File: config.mk
export PLATFORM = sky130hd
export DESIGN_NAME = hashgen_ctrl
export DESIGN_NICKNAME = d
export VERILOG_FILES = /design/src/rtl/hashgen_pkg.sv /design/src/rtl/hashgen_ctrl.sv
export SDC_FILE = /design/constraint.sdc
export NUM_CORES = 1
export LEC_CHECK = 0
export ABC_CLOCK_PERIOD_IN_PS = 5650
export CORE_MARGIN = 1.5
export CORE_UTILIZATION = 41
export DETAILED_ROUTE_END_ITERATION = 10
export PLACE_DENSITY = 0.82
export SYNTH_ARGS = -nofsm -noshare
export SYNTH_HDL_FRONTEND = slang
export SYNTH_SLANG_ARGS = --single-unit
File: constraint.sdc
create_clock -name clk -period 5.65 [get_ports clk]
set_input_delay 1.13 -clock clk [delete_from_list [all_inputs] [get_ports clk]]
set_output_delay 1.13 -clock clk [all_outputs]
set_load 0.02 [all_outputs]
File: src/rtl/hashgen_pkg.sv
// hashgen_pkg -- shared definitions for the hash block controller.
//   state_t    : controller state encoding
//   CTL_*      : 2-bit datapath register commands ({R8,R9} / {R10,R11})
//   NWORDS_DEF : default number of words per hash block
package hashgen_pkg;

    typedef enum logic [2:0] {
        S_IDLE,
        S_CLR,
        S_LOAD,
        S_GO,
        S_WAIT,
        S_NEXT,
        S_FIN
    } state_t;

    // Register command codes: clear, increment, hold (low bit ignored on hold)
    localparam logic [1:0] CTL_CLR  = 2'b00;
    localparam logic [1:0] CTL_INC  = 2'b01;
    localparam logic [1:0] CTL_HOLD = 2'b10;

    localparam int NWORDS_DEF = 16;

endpackage

File: src/rtl/hashgen_ctrl.sv
// hashgen_ctrl -- sequences word loading, compression and block stepping
// for a multi-block hash job. The sw (word select) and counter (block
// index) registers live in the datapath one level up; this block only
// issues clear/increment/hold commands to them and reads them back.
//
// Ports:
//   clk, rst_n        clock, asynchronous active-low reset
//   start, nblocks    job request (sampled in IDLE); nblocks 0 means 1
//   sw, counter       fed-back datapath registers
//   R8, R9            sw command       {00 clear, 01 inc, 1x hold}
//   R10, R11          counter command  (same encoding)
//   word_valid        word at index sw offered to the core
//   word_ready        core accepts the offered word
//   blk_go            one-cycle pulse: block loaded, start compression
//   core_done         core finished the current block
//   busy              high outside IDLE
//   done              one-cycle pulse: job complete
module hashgen_ctrl
    import hashgen_pkg::*;
#(
    parameter int NWORDS = NWORDS_DEF,
    parameter int NBLK_W = 5
) (
    input  logic              clk,
    input  logic              rst_n,
    input  logic              start,
    input  logic [NBLK_W-1:0] nblocks,
    input  logic [4:0]        sw,
    input  logic [4:0]        counter,
    output logic              R8,
    output logic              R9,
    output logic              R10,
    output logic              R11,
    output logic              word_valid,
    input  logic              word_ready,
    output logic              blk_go,
    input  logic              core_done,
    output logic              busy,
    output logic              done
);

    state_t            r_state;
    state_t            w_next;
    logic [NBLK_W-1:0] r_nblk_q;
    logic              w_xfer;
    logic              w_last_word;
    logic              w_last_blk;
    logic [1:0]        w_sw_ctl;
    logic [1:0]        w_cnt_ctl;

    // Transfer is decoded from state rather than from word_valid so the
    // output process does not read back its own output.
    assign w_xfer      = (r_state == S_LOAD) && word_ready;
    assign w_last_word = (sw == 5'(NWORDS - 1));
    // r_nblk_q is at least 1 whenever NEXT is reachable.
    assign w_last_blk  = (int'(counter) == int'(r_nblk_q) - 1);

    assign {R8, R9}   = w_sw_ctl;
    assign {R10, R11} = w_cnt_ctl;

    // State register
    always_ff @(posedge clk or negedge rst_n) begin
        if (!rst_n) begin
            r_state <= S_IDLE;
        end else begin
            r_state <= w_next;
        end
    end

    // Block count is captured once per job; zero requests one block.
    always_ff @(posedge clk or negedge rst_n) begin
        if (!rst_n) begin
            r_nblk_q <= '0;
        end else if ((r_state == S_IDLE) && start) begin
            r_nblk_q <= (nblocks == '0) ? NBLK_W'(1) : nblocks;
        end
    end

    // Next-state logic
    always_comb begin
        w_next = r_state;
        case (r_state)
            S_IDLE: if (start) w_next = S_CLR;
            S_CLR:  w_next = S_LOAD;
            S_LOAD: if (w_xfer && w_last_word) w_next = S_GO;
            S_GO:   w_next = S_WAIT;
            S_WAIT: if (core_done) w_next = S_NEXT;
            S_NEXT: w_next = w_last_blk ? S_FIN : S_LOAD;
            S_FIN:  w_next = S_IDLE;
            default: w_next = S_IDLE;
        endcase
    end

    // Output logic: Moore everywhere except the sw increment in LOAD,
    // which follows the transfer in the same cycle.
    always_comb begin
        w_sw_ctl   = CTL_HOLD;
        w_cnt_ctl  = CTL_HOLD;
        word_valid = 1'b0;
        blk_go     = 1'b0;
        done       = 1'b0;
        busy       = 1'b1;
        case (r_state)
            S_IDLE: busy = 1'b0;
            S_CLR: begin
                w_sw_ctl  = CTL_CLR;
                w_cnt_ctl = CTL_CLR;
            end
            S_LOAD: begin
                word_valid = 1'b1;
                if (w_xfer) w_sw_ctl = CTL_INC;
            end
            S_GO:   blk_go = 1'b1;
            S_WAIT: ;
            S_NEXT: begin
                // Next block reloads from word 0; on the last block the
                // counter is left holding its final index.
                if (!w_last_blk) begin
                    w_sw_ctl  = CTL_CLR;
                    w_cnt_ctl = CTL_INC;
                end
            end
            S_FIN:  done = 1'b1;
            default: busy = 1'b0;
        endcase
    end

endmodule

* Yosys cells after proc, flatten, opt, wreduce, memory -nomap -nowiden *
Cells that the tools add are included.
W data, S select, Z words.

storage, ports and cells
  bits in registers = 8
  input bits = 20
  output and inout bits = 8
  word-level logic and storage cells = 36

operators by class
  $add $sub $neg = 1
  eq/ne operators = 11
  muxes and demuxes = 15
  reductions and logical operators = 7

operators with widths
  cell                   count
  $pmux W3 S6            1
  $mux W3                4
  $eq A3 B3 Y1 const B   3
  $eq A3 B2 Y1 const B   2
  $eq A6 B6 Y1           1
  $mux W2                3
  $pmux W2 S3            1
  $reduce_or A6 Y1       1
  $sub A5 B1 Y6 const B  1
  $eq A5 B4 Y1 const B   1
  $logic_not A5 Y1       1
  $mux W5                1
  $mux W1                4
  $ne A2 B2 Y1 const B   2
  $pmux W2 S2            1
  $eq A3 B1 Y1 const B   1
  $logic_and A1 B1 Y1    3
  $logic_not A3 Y1       1
  $reduce_and A3 Y1      1
  $ne A2 B1 Y1 const B   1

* Longest topological paths before layout *
  depth in word-level cells = 5
  mapped depth = 7
  depth with buffers taken out = 7

* Least setup slack after synthesis *
No wires, ideal clock.

  kind = input -> output
  start point = in counter[3]
  end point = out R8
  arrival = 2.288 ns
  required time = 4.520 ns
  slack = 2.232 ns
  cell stages on the path = 5
  buffers on the path = 0
  path through = xnor2_1 > xnor2_1 > or4_4 > nor2_2 > a22o_1

between the ends
  cells in the longest elaborated chain, start to end = 3

RTL lines
  item          line                 source
  from (decl)   hashgen_ctrl.sv:29   input logic [4:0] counter,
  $eq A6 B6 Y1  hashgen_ctrl.sv:56   assign w_last_blk = (int'(counter) == int'(r_nblk_q) - 1);
  $mux W2       hashgen_ctrl.sv:118  if (!w_last_blk) begin
  $pmux W2 S3   hashgen_ctrl.sv:103  case (r_state)
  to (decl)     hashgen_ctrl.sv:30   output logic R8,

Every way passes these cells.

* Worst setup path after layout *
Ends and elaborated chain as after synthesis.

==> reports/metrics.sh <==
POST-ROUTE-DRC-COUNT=0
DIE_WIDTH_UM=39.9
TIMING_LIMITED_MAXIMUM_FREQUENCY_MHz=226
HOLD_DEPTH=1
SYNTHTOLAYOUTAREAGROWTH_PCT=54.4
HIGHEST_ROUTING_LAYER_ACTUALLY_USED='met3'
MULTI_INPUT_COMB_AREA_UM2=329
START_UTIL_PCT=43.5
ROUTEDWLPERCELL_UM=11.1
LAYOUT.CELL_AREA.NON_FILLER_UM2=863
DRT_PASS1_ITERATIONS=4
MET3ROUTEDLENGTH_UM=41
FILLERS=122
SYNTH.YOSYS.WARNINGS=0
PLACE_AREA_UM2=841
REGTOREGENDPOINT='r_state[2]'
CTSROOTBUFFERMASTER='sky130_fd_sc_hd__clkbuf_4'
MAPPED_CELL_AREA_UM2=559
FINAL_LAYOUT_SIZE_SUFFIX_GT1_SHARE_PCT=12.4
CTSHOLDBUFFERS=0
CPPEAKSTAGEDELAY_PS=590
HOLD_END='r_nblk_q[4]'
VIA_PER_INST=5.13
TIMING.MAX_SLEW.REL_SLACK_PCT=56.7
FLOORPLAN.CORE_AREA_UM2=1280
SEQ_AREA_UM2=200
CRITICAL_PATH.N_BUFFERS_INVERTERS=2
VIAS=533
GRT_USAGE_PCT=16.8
ROUTE.MET2.WL_UM=612
NETLIST-CELL-TYPE-COUNT=26
FIN_TOTAL_PWR_W=0.000419
GP_CONGESTION=0.775
SETUP_VIOL_COUNT_FINAL=0
WORSTPATHCELLLIST='clkdlybuf4s50_1 -> xnor2_1 -> xnor2_1 -> or4_4 -> nor2_2 -> a22o_1 -> clkdlybuf4s50_1'
YS_SEQ_ELEMENTS=8
WORSTPATHREQUIRED_PS=4520
DRT.ANTENNA.VIOLATING_NETS=0
HOLD_VIOL_FINAL=0
CRITICAL_PATH.MAX_FANOUT=4
NUM_IO_PINS=28
PWR_DENSITY_CELL_nW_PER_UM2=486
SINKS_ON_CLOCK_NET=8
ANTENNA_DIODE_COUNT=0
NUM-NETS-FINAL=112
M1_WIRE_LENGTH_UM=502
VIAS_IN_THE_FIRST_GLOBAL_ROUTE=438
CRIT_PATH_TOP_DELAY_CELL='sky130_fd_sc_hd__clkdlybuf4s50_1'
CTS-BUFFERS-INSERTED=3
POST_SYNTH_INST_COUNT=61
YS_SEQ_AREA_SHARE_PCT=35.8
CLKLATENCYLATEPIN_PS=250
WORSTHOLDSTART='r_nblk_q[4]'
SETUP_BUFS_POST_CTS=0
FP-ROW-COUNT=13
CLOCK_TREE.HTREE_LEVEL_COUNT=1
GRT_ANTENNA_BEFORE_REPAIR=0
GRT_FIRST_PASS_WIRELENGTH_UM=1740
IO_BUFFER_COUNT=27
POST_SYNTH.CELL_AREA_AVG_UM2=9.17
CP-START-KIND='primary input'
MAXIMUM_NUMBER_OF_PINS_ON_ONE_NET_BEFORE_GLOBAL_ROUTE_REPAIR=12
FIN_SETUP_TNS_PS=0
POST_SYNTH_EDFFS=0
SYN-NUM-NETS=82
WORST_ENDPOINT_DATA_ARRIVAL_TIME_PS=3290
DRV_CAP=0
CLOCK_TREE.BUFFER_DEPTH=2
SYNTH-MAIN-FF-CELL='sky130_fd_sc_hd__dfrtp_1'
POST_CTS_RESIZE_COUNT=0
WIRELENGTH_UM=1160
FLOORPLAN.DIE.HEIGHT_UM=39.9
RR_STARTPOINT='r_nblk_q[0]'
CRIT_PATH_END_KIND='output port'
CLOCK_TREE_FROM_TRITONCTS='done'
CLK_PIN_SLEW_WORST_PATHS_PS=50
WORSTSETUPPATHTYPE='primary input to output port'
FINAL_CELL_MIX='sky130_fd_sc_hd__clkdlybuf4s50_1 (27), sky130_fd_sc_hd__dfrtp_1 (8), sky130_fd_sc_hd__xnor2_1 (7)'
CLOCK_PERIOD_MINUS_FINAL_WORST_SETUP_SLACK_PS=4420
FINAL.PERIOD_UTILIZATION_PCT=78.3
DRT_ITER0_MARKERS=6
LEAKAGE_nW=0.362
CLASS_OF_THE_TIGHTEST_HOLD_OR_REMOVAL_CHECK='register to register'
LAYOUT_COMMONEST_CELL='sky130_fd_sc_hd__clkdlybuf4s50_1'
GR_OVFL_TOTAL=0
RSZ_0062_RAISED_AFTER_GLOBAL_ROUTING='false'
CLOCK-SKEW-FINAL_PS=6.11
DIE_AREA_UM2=1590
FF2FF_SETUP_SLACK_PS=3820
CRITICAL-PATH-TOP-DELAY-FAMILY='buffers and inverters'
FINAL-MAX-SLEW-VIOLATION-COUNT=0
STATUS='finished clean'
PROPORTION_OF_REGISTER_BITS_WITH_ASYNCHRONOUS_SET_OR_RESET_AFTER_SYNTHESIS_PCT=100
HPWL_UM=1010
TIMING_WORST_SLEW_PIN_VALUE_PS=648
WORST_IR_DROP_VDD_mV=0.318
REG2REG_DEPTH=6
[worst max path at each step]
stage / slack [ps] / cells after the start / to / startpoint
global placement: 1260 / 7 / R8 / counter[3]
finish: 1230 / 7 / R8 / counter[3]
CTS: 1210 / 7 / R10 / counter[3]
floorplan: 2230 / 5 / R8 / counter[3]
global route: 1150 / 7 / R8 / counter[3]
detailed placement: 1220 / 7 / R10 / counter[3]
[flip-flops by register name (all words and copies together), names as in the netlist]
| name | count |
|---|---|
| r_nblk_q | 5 |
| r_state | 3 |
[logic make-up after synthesis]
| kind of cell | share of synthesized area [%] |
|---|---|
| and+or+nand+nor | 25.5 |
| AOI/OAI and AO/OA | 12.3 |
| buffers and inverters | 5.37 |
| DFF | 35.8 |
| xor gates and xnor gates | 11.0 |
| muxes | 7.83 |
| adders and majority gates | 2.24 |
[routing by layer]
layer	global-route usage, %	up-vias
met5	0	-
met4	6.90	0
met3	5.00	0
met2	25.8	9
met1	21.8	254
li1	-	270
[Yosys cell counts (2+ instances only)]
cell type                  instances  area, um2
sky130_fd_sc_hd__inv_1             6       22.5
sky130_fd_sc_hd__nand2_1           4       15.0
sky130_fd_sc_hd__nor2_1            5       18.8
sky130_fd_sc_hd__xnor2_1           7       61.3
sky130_fd_sc_hd__clkbuf_1          2       7.51
sky130_fd_sc_hd__o21ai_0           5       25.0
sky130_fd_sc_hd__and3_1            2       12.5
sky130_fd_sc_hd__dfrtp_1           8        200
sky130_fd_sc_hd__mux2_2            3       33.8
sky130_fd_sc_hd__a21oi_1           2       10.0
sky130_fd_sc_hd__nor3b_1           2       15.0
[metrics by stage]
step           setup slack (ps)  hold slack (ps)  std cells  utilization [%]
6_report                   1230              551        104             67.2
5_1_grt                    1150              572        104             67.2
4_1_cts                    1210              558        104             67.2
3_5_place_dp               1220              547        101             65.4
3_3_place_gp               1260              529        101             65.4
2_1_floorplan              2230              503         61                -
[worst reg2reg max path, cell delays in order, from the launching register on]
cell                      delay (ps)
sky130_fd_sc_hd__dfrtp_1         420
sky130_fd_sc_hd__inv_1           100
sky130_fd_sc_hd__ha_1            310
sky130_fd_sc_hd__xnor2_1         130
sky130_fd_sc_hd__or4_4           480
sky130_fd_sc_hd__nor2_2          170
sky130_fd_sc_hd__a31o_1          160
[power breakdown]
| part | switching, W | internal (W) | total (W) |
|---|---|---|---|
| Clock | 0.0000169 | 0.0000241 | 0.0000410 |
| Combinational | 0.000115 | 0.000135 | 0.000249 |
| Sequential | 0.0000435 | 0.0000855 | 0.000129 |
| Total | 0.000175 | 0.000245 | 0.000419 |
[layout make-up]
cell class,instances,share of cell area [%]
multi-input combinational,45,38.1
timing repair buffer,27,31.3
sequential,8,23.2
clock buffer,3,2.61
inverter,6,2.61
tap,15,2.17
Power figures use the tool's default switching activity.
